## config.mk

```make
export PLATFORM = sky130hd
export DESIGN_NAME = display_scan_select
export DESIGN_NICKNAME = d
export VERILOG_FILES = /design/src/rtl/display_scan_select.sv
export SDC_FILE = /design/constraint.sdc
export NUM_CORES = 1
export LEC_CHECK = 0
export CORE_AREA = 2 2 115 117
export DETAILED_ROUTE_END_ITERATION = 10
export DIE_AREA = 0 0 117 119
export DONT_BUFFER_PORTS = 1
export SYNTH_ARGS = -nofsm -noshare
export SYNTH_HDL_FRONTEND = slang
export SYNTH_SLANG_ARGS = --single-unit
```

## constraint.sdc

```tcl
create_clock -name clk -period 2.2 [get_ports clk]
set_input_delay 0.33 -clock clk [delete_from_list [all_inputs] [get_ports clk]]
set_output_delay 0.33 -clock clk [all_outputs]
set_load 0.1 [all_outputs]
```

## src/rtl/display_scan_select.sv

```systemverilog
// Registered N:1 word selector for the debug display path: manual select or
// timed auto-scan, with freeze and a one-cycle pulse whenever the channel changes.
module display_scan_select #(
  parameter int WIDTH    = 32,
  parameter int CHANNELS = 8,
  parameter int SEL_W    = 3,
  parameter int DWELL    = 50_000_000,
  parameter int DWELL_W  = 26
) (
  input  logic                      clk,
  input  logic                      rst_n,
  input  logic [CHANNELS*WIDTH-1:0] data_in,
  input  logic                      mode,
  input  logic [SEL_W-1:0]          sel_in,
  input  logic                      freeze,
  output logic [WIDTH-1:0]          data_out,
  output logic [SEL_W-1:0]          cur_sel,
  output logic                      sel_changed
);

  // One extra bit so the bound is representable even when CHANNELS == 2**SEL_W.
  localparam logic [SEL_W:0]     CH_LIM   = (SEL_W+1)'(CHANNELS);
  localparam logic [SEL_W-1:0]   LAST_CH  = SEL_W'(CHANNELS - 1);
  localparam logic [DWELL_W-1:0] LAST_CNT = DWELL_W'(DWELL - 1);

  logic [SEL_W-1:0]   r_cur_sel;
  logic [WIDTH-1:0]   r_data_out;
  logic [DWELL_W-1:0] r_cnt;
  logic               r_mode_q;
  logic               r_sel_changed;

  logic [SEL_W-1:0]   w_cur_sel_next;
  logic [WIDTH-1:0]   w_data_out_next;
  logic [DWELL_W-1:0] w_cnt_next;
  logic               w_mode_q_next;
  logic               w_sel_changed_next;
  logic [WIDTH-1:0]   w_sel_word;

  always_comb begin
    w_sel_word = '0;
    for (int k = 0; k < CHANNELS; k++) begin
      if (r_cur_sel == SEL_W'(k)) w_sel_word = data_in[k*WIDTH +: WIDTH];
    end
  end

  always_comb begin
    w_cur_sel_next     = r_cur_sel;
    w_data_out_next    = r_data_out;
    w_cnt_next         = r_cnt;
    w_mode_q_next      = r_mode_q;
    w_sel_changed_next = 1'b0;
    if (!freeze) begin
      w_data_out_next = w_sel_word;
      if (mode != r_mode_q) begin
        // Mode edge: restart the dwell timer, keep the channel for this cycle.
        w_cnt_next    = '0;
        w_mode_q_next = mode;
      end else if (!mode) begin
        if ({1'b0, sel_in} < CH_LIM) w_cur_sel_next = sel_in;
        w_cnt_next = '0;
      end else if (r_cnt == LAST_CNT) begin
        w_cnt_next     = '0;
        w_cur_sel_next = (r_cur_sel == LAST_CH) ? '0 : r_cur_sel + SEL_W'(1);
      end else begin
        w_cnt_next = r_cnt + DWELL_W'(1);
      end
      w_sel_changed_next = (w_cur_sel_next != r_cur_sel);
    end
  end

  always_ff @(posedge clk or negedge rst_n) begin
    if (!rst_n) begin
      r_cur_sel     <= '0;
      r_data_out    <= '0;
      r_cnt         <= '0;
      r_mode_q      <= 1'b0;
      r_sel_changed <= 1'b0;
    end else begin
      r_cur_sel     <= w_cur_sel_next;
      r_data_out    <= w_data_out_next;
      r_cnt         <= w_cnt_next;
      r_mode_q      <= w_mode_q_next;
      r_sel_changed <= w_sel_changed_next;
    end
  end

  assign data_out    = r_data_out;
  assign cur_sel     = r_cur_sel;
  assign sel_changed = r_sel_changed;

endmodule
```

==> Yosys cells after proc, flatten, opt, wreduce, memory -nomap -nowiden <==
Cells that the tools add are included.
{ "word_totals": {"reg_bits": 63, "out_inout_bits": 36, "in_bits": 263} }
{ "op_classes": {"bitwise_logic": 1, "n_reduce_logical": 2, "mux": 17, "addsub": 2, "n_eq_ne": 10} }
{ "ops": {"columns": ["op", "count"], "rows": [
  ["32-bit two-way mux", 8],
  ["26-bit two-way mux", 3],
  ["26-bit by 1-bit adder with 26-bit output, second input constant", 1],
  ["26-bit == test, second input constant", 1],
  ["3-bit two-way mux", 5],
  ["3-bit == test, second input constant", 4],
  ["3-bit by 2-bit == test with 1-bit output, second input constant", 2],
  ["3-bit by 1-bit adder with 3-bit output, second input constant", 1],
  ["3-bit by 1-bit == test with 1-bit output, second input constant", 1],
  ["3-bit logical NOT", 1],
  ["3-bit != test", 1],
  ["2-bit AND reduction", 1],
  ["1-bit two-way mux", 1],
  ["1-bit != test", 1],
  ["1-bit inverter", 1]
]} }

==> Depth between registers and ports, before layout <==
Gate-level depths: netlist of run 1.
{ "depth": {"ltp_word": 9, "depth_mapped": 10, "mapped_depth_nobuf": 7} }

==> Worst setup path before layout of run 1 <==
Ideal clock, no wire load.
{ "synth_timing": {"path_kind": "reg2reg", "start": "register r_cur_sel[0] (netlist: cur_sel[0])", "end": "register r_data_out[23] (netlist: data_out[23])", "path_slack_ps": -542, "required_time_ps": 2064, "arrival_time_ps": 2606, "stages_incl_launch_ff": 11, "synth_period_minus_slack_ps": 2742, "cell_sequence": "dfrtp_1 inv_1 ha_1 clkbuf_1 and2_1 clkbuf_1 clkbuf_1 a221oi_1 a31oi_1 a21oi_1 o21ai_0"} }
{ "synth_via": {"elab_chain_cells": 9, "elab_cells_between_ends": 16} }
{ "synth_rtl": {"columns": ["item", "line", "rtl"], "rows": [
  ["start: declaration", "26", "logic [SEL_W-1:0] r_cur_sel;"],
  ["start signal: assignment", "79", "r_cur_sel <= w_cur_sel_next;"],
  ["3-bit logical NOT", "42", "if (r_cur_sel == SEL_W'(k)) w_sel_word = data_in[k*WIDTH +: WIDTH];"],
  ["32-bit two-way mux (7 in series)", "42", null],
  ["32-bit two-way mux *", "42", null],
  ["end signal: assignment", "80", "r_data_out <= w_data_out_next;"],
  ["end: declaration", "27", "logic [WIDTH-1:0] r_data_out;"]
]} }
Mark *: on every way between the ends. The rest lies on a longest branch, timed or not.
A chain may end at the register's enable or synchronous reset.

==> Final worst setup path of run 1 <==
{ "layout_timing": {"start": "register r_cur_sel[0] (netlist: cur_sel[0])", "end": "register r_data_out[29] (netlist: data_out[29])"} }
Same word-level chain as after synthesis.

==> metrics.yaml, run 1 <==
status: "finished clean"
min_to: "data_out[21]"
path_delay_family: "compound AO/OA/AOI/OAI gates"
die-area_um2: 13920
antenna_found_initial: 4
finalNetCount: 956
cts_tree: "built"
synth_area_um2: 5159
path_clk_slew_ns: 0.06
start_util_pct: 40.07
core_area_um2: 12870
drv_cap: 0
setup_viol: 0
r2r_slack_ns: 0.07
die_w_um: 117
grt_pass1_wl_um: 30330
critical_path_buf_inv_count: 3
grt.total_usage_pct: 28.82
holdPathStages: 1
worst_slew_pin_slew_ns: 0.5999
gp_congestion: 1.003
ys_ff_latch: 63
synth_cell_types: 54
post_drt_wl_per_cell_um: 23.60
cts.sinks: 63
num_rows: 42
yosysWarnings: 0
ioPinCount: 299
crit_chain: "inv_2, ha_1, and3b_1, buf_12, a221oi_2, buf_4, a31oi_1, a21oi_1, o21ai_1"
finalInstanceArea_um2: 6380
yosysSeqAreaShare_pct: 30.56
slew_headroom_pct: 60.01
drv_slew: 0
critical-path-slowest-cell: "dfrtp_4"
min_period_over_period_pct: 96.86
cts_root_buf: "clkbuf_16"
worstPathRequired_ns: 2.40
vias_per_cell: 6.289
drt-total-wl_um: 20530
hold_viol: 0
fin_crit_ns: 2.131
peakVddDrop_v: 0.0004091
clkLatencyLatePin_ns: 0.33
start_kind: "register"
antenna_left: 0
grt_max_degree: 89
clockBufferDepth: 2
drive_gt1_share_pct: 19.54
min_from: "freeze"
ff2ff_path_depth: 9
grt_pass1_vias: 5309
synthArstFlopShare_pct: 100.0
worstPathMaxFanout: 22
reg2reg_to: "data_out[29]"
dp_hpwl_um: 15540
synthFlopType: "dfrtp_1"
via_count: 5471
power_leakage_nw: 2.563
slowest_delay_ns: 0.44
utilization_pct: 49.55
fin_setup_tns_ns: 0
min_path_type: "input pin to register"
htreeDepth: 3
critPathKind: "register to register"
drc_errors: 0
synth_edf_count: 0
dieHeight_um: 119
port_buffers: 0
total_power_mw: 7.491
area_growth_pct: 23.67
num-fill-cells: 1248
fmax_mhz: 469.3
powerDensity_nw_per_um2: 1174
synth_nets: 919
drt-pass1-iter-count: 5
grt_overflow: 0
netlist_instances: 649
syn-mean-instance-area_um2: 7.949
cp.arrival_ns: 2.33
drt-initial-drc-count: 633
timing.rr.start: "cur_sel[0]"
cts_buffers: 9
fin_worst_skew_ns: 0.007564
placed_cell_area_um2: 5852
critPathCaptureType: "register"
-- registers in the layout, summed over array words and instances, names as in the netlist --
signal       flops
data_out        32
r_cnt           26
r_mode_q         1
cur_sel          3
sel_changed      1
-- cells in the final DEF (no fill, tap or decap), types with 3 or more instances in the layout --
cell type	netlist	final
nand2_1	47	47
a21oi_1	41	40
and4_1	4	4
o311ai_1	1	18
xnor2_1	10	10
o21ai_0	55	55
nor3_1	5	5
a221oi_1	33	30
o311ai_0	32	13
o22ai_1	5	5
and2_1	37	37
clkbuf_16	0	10
and3b_1	33	33
buf_4	0	74
buf_12	0	9
ha_1	7	3
o21ai_1	17	16
nand4_1	8	8
nand2b_1	36	36
ha_2	0	3
xor2_1	8	8
dfrtp_1	63	60
nor4_1	3	3
a31oi_1	32	31
nor2_1	27	26
a221oi_2	0	3
diode_2	0	3
inv_1	10	8
nand3_1	41	41
-- logic make-up (layout without fill, tap and decap cells) --
logic type	count (synthesis)	count (layout)	synth area share (%)
flops	63	63	30.56
compound gates	225	225	28.16
mux	2	2	0.4123
fa+ha+maj	7	7	1.698
xor+xnor	18	18	3.056
simple gates	262	262	30.39
buf+inv	72	114	5.724
other cells	0	3	0
-- how the worst max path moves through the flow --
stage	from	endpoint	slack, ns	depth (start not counted)
6_report	cur_sel[0]	data_out[29]	0.07	9
5_1_grt	cur_sel[0]	data_out[6]	-0.03	8
4_1_cts	cur_sel[1]	data_out[29]	0.02	9
3_5_place_dp	cur_sel[1]	data_out[6]	-0.16	9
3_3_place_gp	cur_sel[1]	data_out[2]	-0.10	9
2_1_floorplan	cur_sel[1]	data_out[23]	0.004	9
-- where the power goes --
| group | switching [mW] | internal (mW) | leakage [nW] | total, mW |
|---|---|---|---|---|
| clock | 0.490 | 1.05 | 0.160 | 1.54 |
| combinational | 3.23 | 1.22 | 1.58 | 4.44 |
| sequential | 0.0973 | 1.41 | 0.824 | 1.51 |
| total | 3.81 | 3.68 | 2.56 | 7.49 |
-- Yosys cell counts (all sizes together) (4+ instances only) --
| cell type | number | area, um^2 |
|---|---|---|
| a21oi | 41 | 205.2 |
| a221oi | 33 | 289.0 |
| a31oi | 32 | 200.2 |
| and2 | 37 | 231.5 |
| and3b | 33 | 289.0 |
| and4 | 4 | 35.03 |
| buf | 6 | 32.53 |
| clkbuf | 55 | 216.5 |
| dfrtp | 63 | 1577 |
| ha | 7 | 87.58 |
| inv | 10 | 37.54 |
| nand2 | 48 | 187.7 |
| nand2b | 36 | 225.2 |
| nand3 | 43 | 225.2 |
| nand4 | 9 | 71.32 |
| nor2 | 28 | 107.6 |
| nor3 | 6 | 35.03 |
| nor4 | 5 | 43.79 |
| o21ai | 72 | 360.3 |
| o22ai | 5 | 31.28 |
| o311ai | 33 | 289.0 |
| xnor2 | 10 | 87.58 |
| xor2 | 8 | 70.07 |
-- timing repair --
action	CTS	global route
resized for setup	10	23
hold buffers	2	0
gates cloned	1	1
setup buffers	0	4
pin swaps	1	2
endpoints found under the setup margin	14	24
hold endpoints to repair	63	0
-- final cells by class --
type / instances / area, um^2 / share of cell area (%)
tap: 176 / 220.2 / 3.452
sequential: 63 / 1585 / 24.85
clock buffer: 13 / 260.3 / 4.079
inverter: 10 / 37.54 / 0.5884
timing repair buffer: 88 / 842.1 / 13.20
antenna: 3 / 7.507 / 0.1177
clock inverter: 3 / 65.06 / 1.020
multi-input combinational: 514 / 3362 / 52.70
-- metal layers --
layer / global-route usage (%) / vias up / routed length (um)
li1: - / 2518 / -
met1: 39.56 / 2588 / 8561
met2: 43.06 / 320 / 9489
met3: 8.702 / 43 / 1951
met4: 9.632 / 2 / 514
met5: 0 / - / 13
-- through the flow --
step / worst slack, ns / instances / hold WS, ns
2_1_floorplan: 0.003569 / 649 / 0.03441
3_3_place_gp: -0.1007 / 843 / 0.03687
3_5_place_dp: -0.1574 / 843 / 0.03689
4_1_cts: 0.02417 / 862 / 0.09922
5_1_grt: -0.02826 / 870 / 0.09127
6_report: 0.06905 / 870 / 0.1043
Note: power is estimated with default switching activity, not from simulation.
==> run 2: changes to the inputs <==
--- a/config.mk
+++ b/config.mk
@@ -5,10 +5,9 @@
 export SDC_FILE = /design/constraint.sdc
 export NUM_CORES = 1
 export LEC_CHECK = 0
-export CORE_AREA = 2 2 115 117
+export CORE_UTILIZATION = 35
 export DETAILED_ROUTE_END_ITERATION = 10
-export DIE_AREA = 0 0 117 119
-export DONT_BUFFER_PORTS = 1
+export PLACE_DENSITY = 0.78
 export SYNTH_ARGS = -nofsm -noshare
 export SYNTH_HDL_FRONTEND = slang
 export SYNTH_SLANG_ARGS = --single-unit
==> metrics.yaml, run 2 (synthesis gave the netlist of run 1 again) <==
slew_headroom_pct: 62.84
worstPathMaxFanout: 29
holdPathStages: 4
die_w_um: 123.4
cts_tree: "built"
via_count: 6433
die-area_um2: 15230
port_buffers: 298
critPathCaptureType: "register"
vias_per_cell: 5.658
finalInstanceArea_um2: 9030
cts_root_buf: "clkbuf_16"
grt_max_degree: 59
switching_power_mw: 3.954
drt-pass1-iter-count: 6
num_rows: 44
ioPinCount: 299
fin_crit_ns: 2.134
min_period_over_period_pct: 97.00
grt_overflow: 0
area_growth_pct: 75.04
final_common_cell: "clkdlybuf4s50_1"
pwr-share-seq_pct: 19.9
gp_congestion: 0.9660
drive_gt1_share_pct: 15.23
worst_slew_pin_slew_ns: 0.5574
layout_common_cells: "clkdlybuf4s50_1 (260), buf_4 (74), dfrtp_1 (60), o21ai_0 (52), nand2_1 (47)"
powerDensity_nw_per_um2: 886.3
fin_worst_skew_ns: 0.01302
core_area_um2: 14480
clockBufferDepth: 2
grt_pass1_wl_um: 34290
post_drt_wl_per_cell_um: 20.39
grt_pass1_vias: 6257
drc_errors: 0
power_leakage_nw: 3.583
finalNetCount: 1217
status: "finished clean"
switching_share_pct: 49.41
cts.sinks: 63
drt-initial-drc-count: 468
cp.arrival_ns: 2.33
drt-total-wl_um: 23180
clkLatencyLatePin_ns: 0.33
fmax_mhz: 468.6
critPathKind: "register to register"
min_path_type: "input pin to register"
drv_cap: 0
htreeDepth: 3
grt.total_usage_pct: 29.78
antenna_left: 0
placed_cell_area_um2: 8519
p_int_mw: 4.049
total_power_mw: 8.003
peakVddDrop_v: 0.0005640
setup_viol: 0
worstPathRequired_ns: 2.40
path_clk_slew_ns: 0.05
clkPwrFrac_pct: 19.4
largest_register_ff_count: 32
drv_slew: 0
ff2ff_path_depth: 8
start_kind: "register"
dp_hpwl_um: 17710
p_comb_share_pct: 60.7
start_util_pct: 35.63
antenna_found_initial: 1
hold_viol: 0
rsz0062_at_grt: "true"
dieHeight_um: 123.4
cts_buffers: 9
[run 2: changes by cell type in the layout (fill, tap and decap cells not counted), moves of 4 or more]
cell	before	now
o311ai_1	18	12
o311ai_0	13	18
clkdlybuf4s50_1	0	260
a221oi_1	30	26
[run 2: cell type report]
type                            count  area [um^2]
Sequential cell                    63         1585
Clock inverter                      3        65.06
Timing Repair Buffer              349         3415
Multi-Input combinational cell    514         3435
Inverter                           10        37.54
Clock buffer                       13        260.3
Tap cell                          184        230.2
Antenna cell                        1        2.502
Fill cell                        1238         5449
[run 2: final timing paths]
check | start | endpoint | slack [ns]
setup / recovery | cur_sel[1] | data_out[22] | 0.07
hold / removal | freeze | r_cnt[11] | 0.45
setup reg to reg | cur_sel[1] | data_out[22] | 0.07
hold reg to reg | data_out[17] | data_out[17] | 0.49
max in group asynchronous | rst_n | cur_sel[2] | 1.01
min in group asynchronous | rst_n | r_mode_q | 0.53
[run 2: what timing repair did]
| item | in CTS | in global routing |
|---|---|---|
| endpoints found under the setup margin | 9 | 33 |
| endpoints found under the hold margin | 20 | 0 |
| buffers inserted | 1 | 1 |
| pin swaps | 2 | 6 |
| resized for setup | 13 | 29 |
| gates cloned | 1 | 1 |
| hold buffers | 1 | 0 |
[run 2: power groups by stage]
stage               combinational, mW  clock, mW  sequential, mW
CTS                              4.76       1.58            1.59
floorplan                        1.24          0            3.35
finish                           4.86       1.56            1.59
detailed placement               4.66          0            1.60
global route                     5.08       1.62            1.62
global placement                 4.63          0            1.59
[run 2: worst max-delay path, cell delays in order (launching register included)]
cell,delay (ns)
dfrtp_4,0.48
inv_2,0.09
ha_4,0.19
buf_12,0.18
and3b_1,0.19
o311ai_0,0.40
a31oi_1,0.20
a21oi_1,0.20
o21ai_1,0.08
[run 2: through the flow]
stage	setup slack (ns)	cells	util (%)	hold WS [ns]	setup TNS [ns]
floorplan	0.003569	649	-	0.03441	0
global placement	-0.1867	1117	58.84	0.3473	-0.5521
detailed placement	-0.2163	1117	58.84	0.3516	-0.6737
CTS	-0.04609	1136	61.58	0.4200	-0.2188
global route	-0.05871	1137	62.37	0.4650	-0.1320
finish	0.06609	1137	62.37	0.4475	0
[run 2: per-layer routing]
layer  wire length, um  vias up  track usage (%)
li1                  -     3036                -
met1              9542     3016            38.71
met2             11230      327            49.23
met3              1702       54            5.720
met4               702        0            10.02
met5                 0        -                0
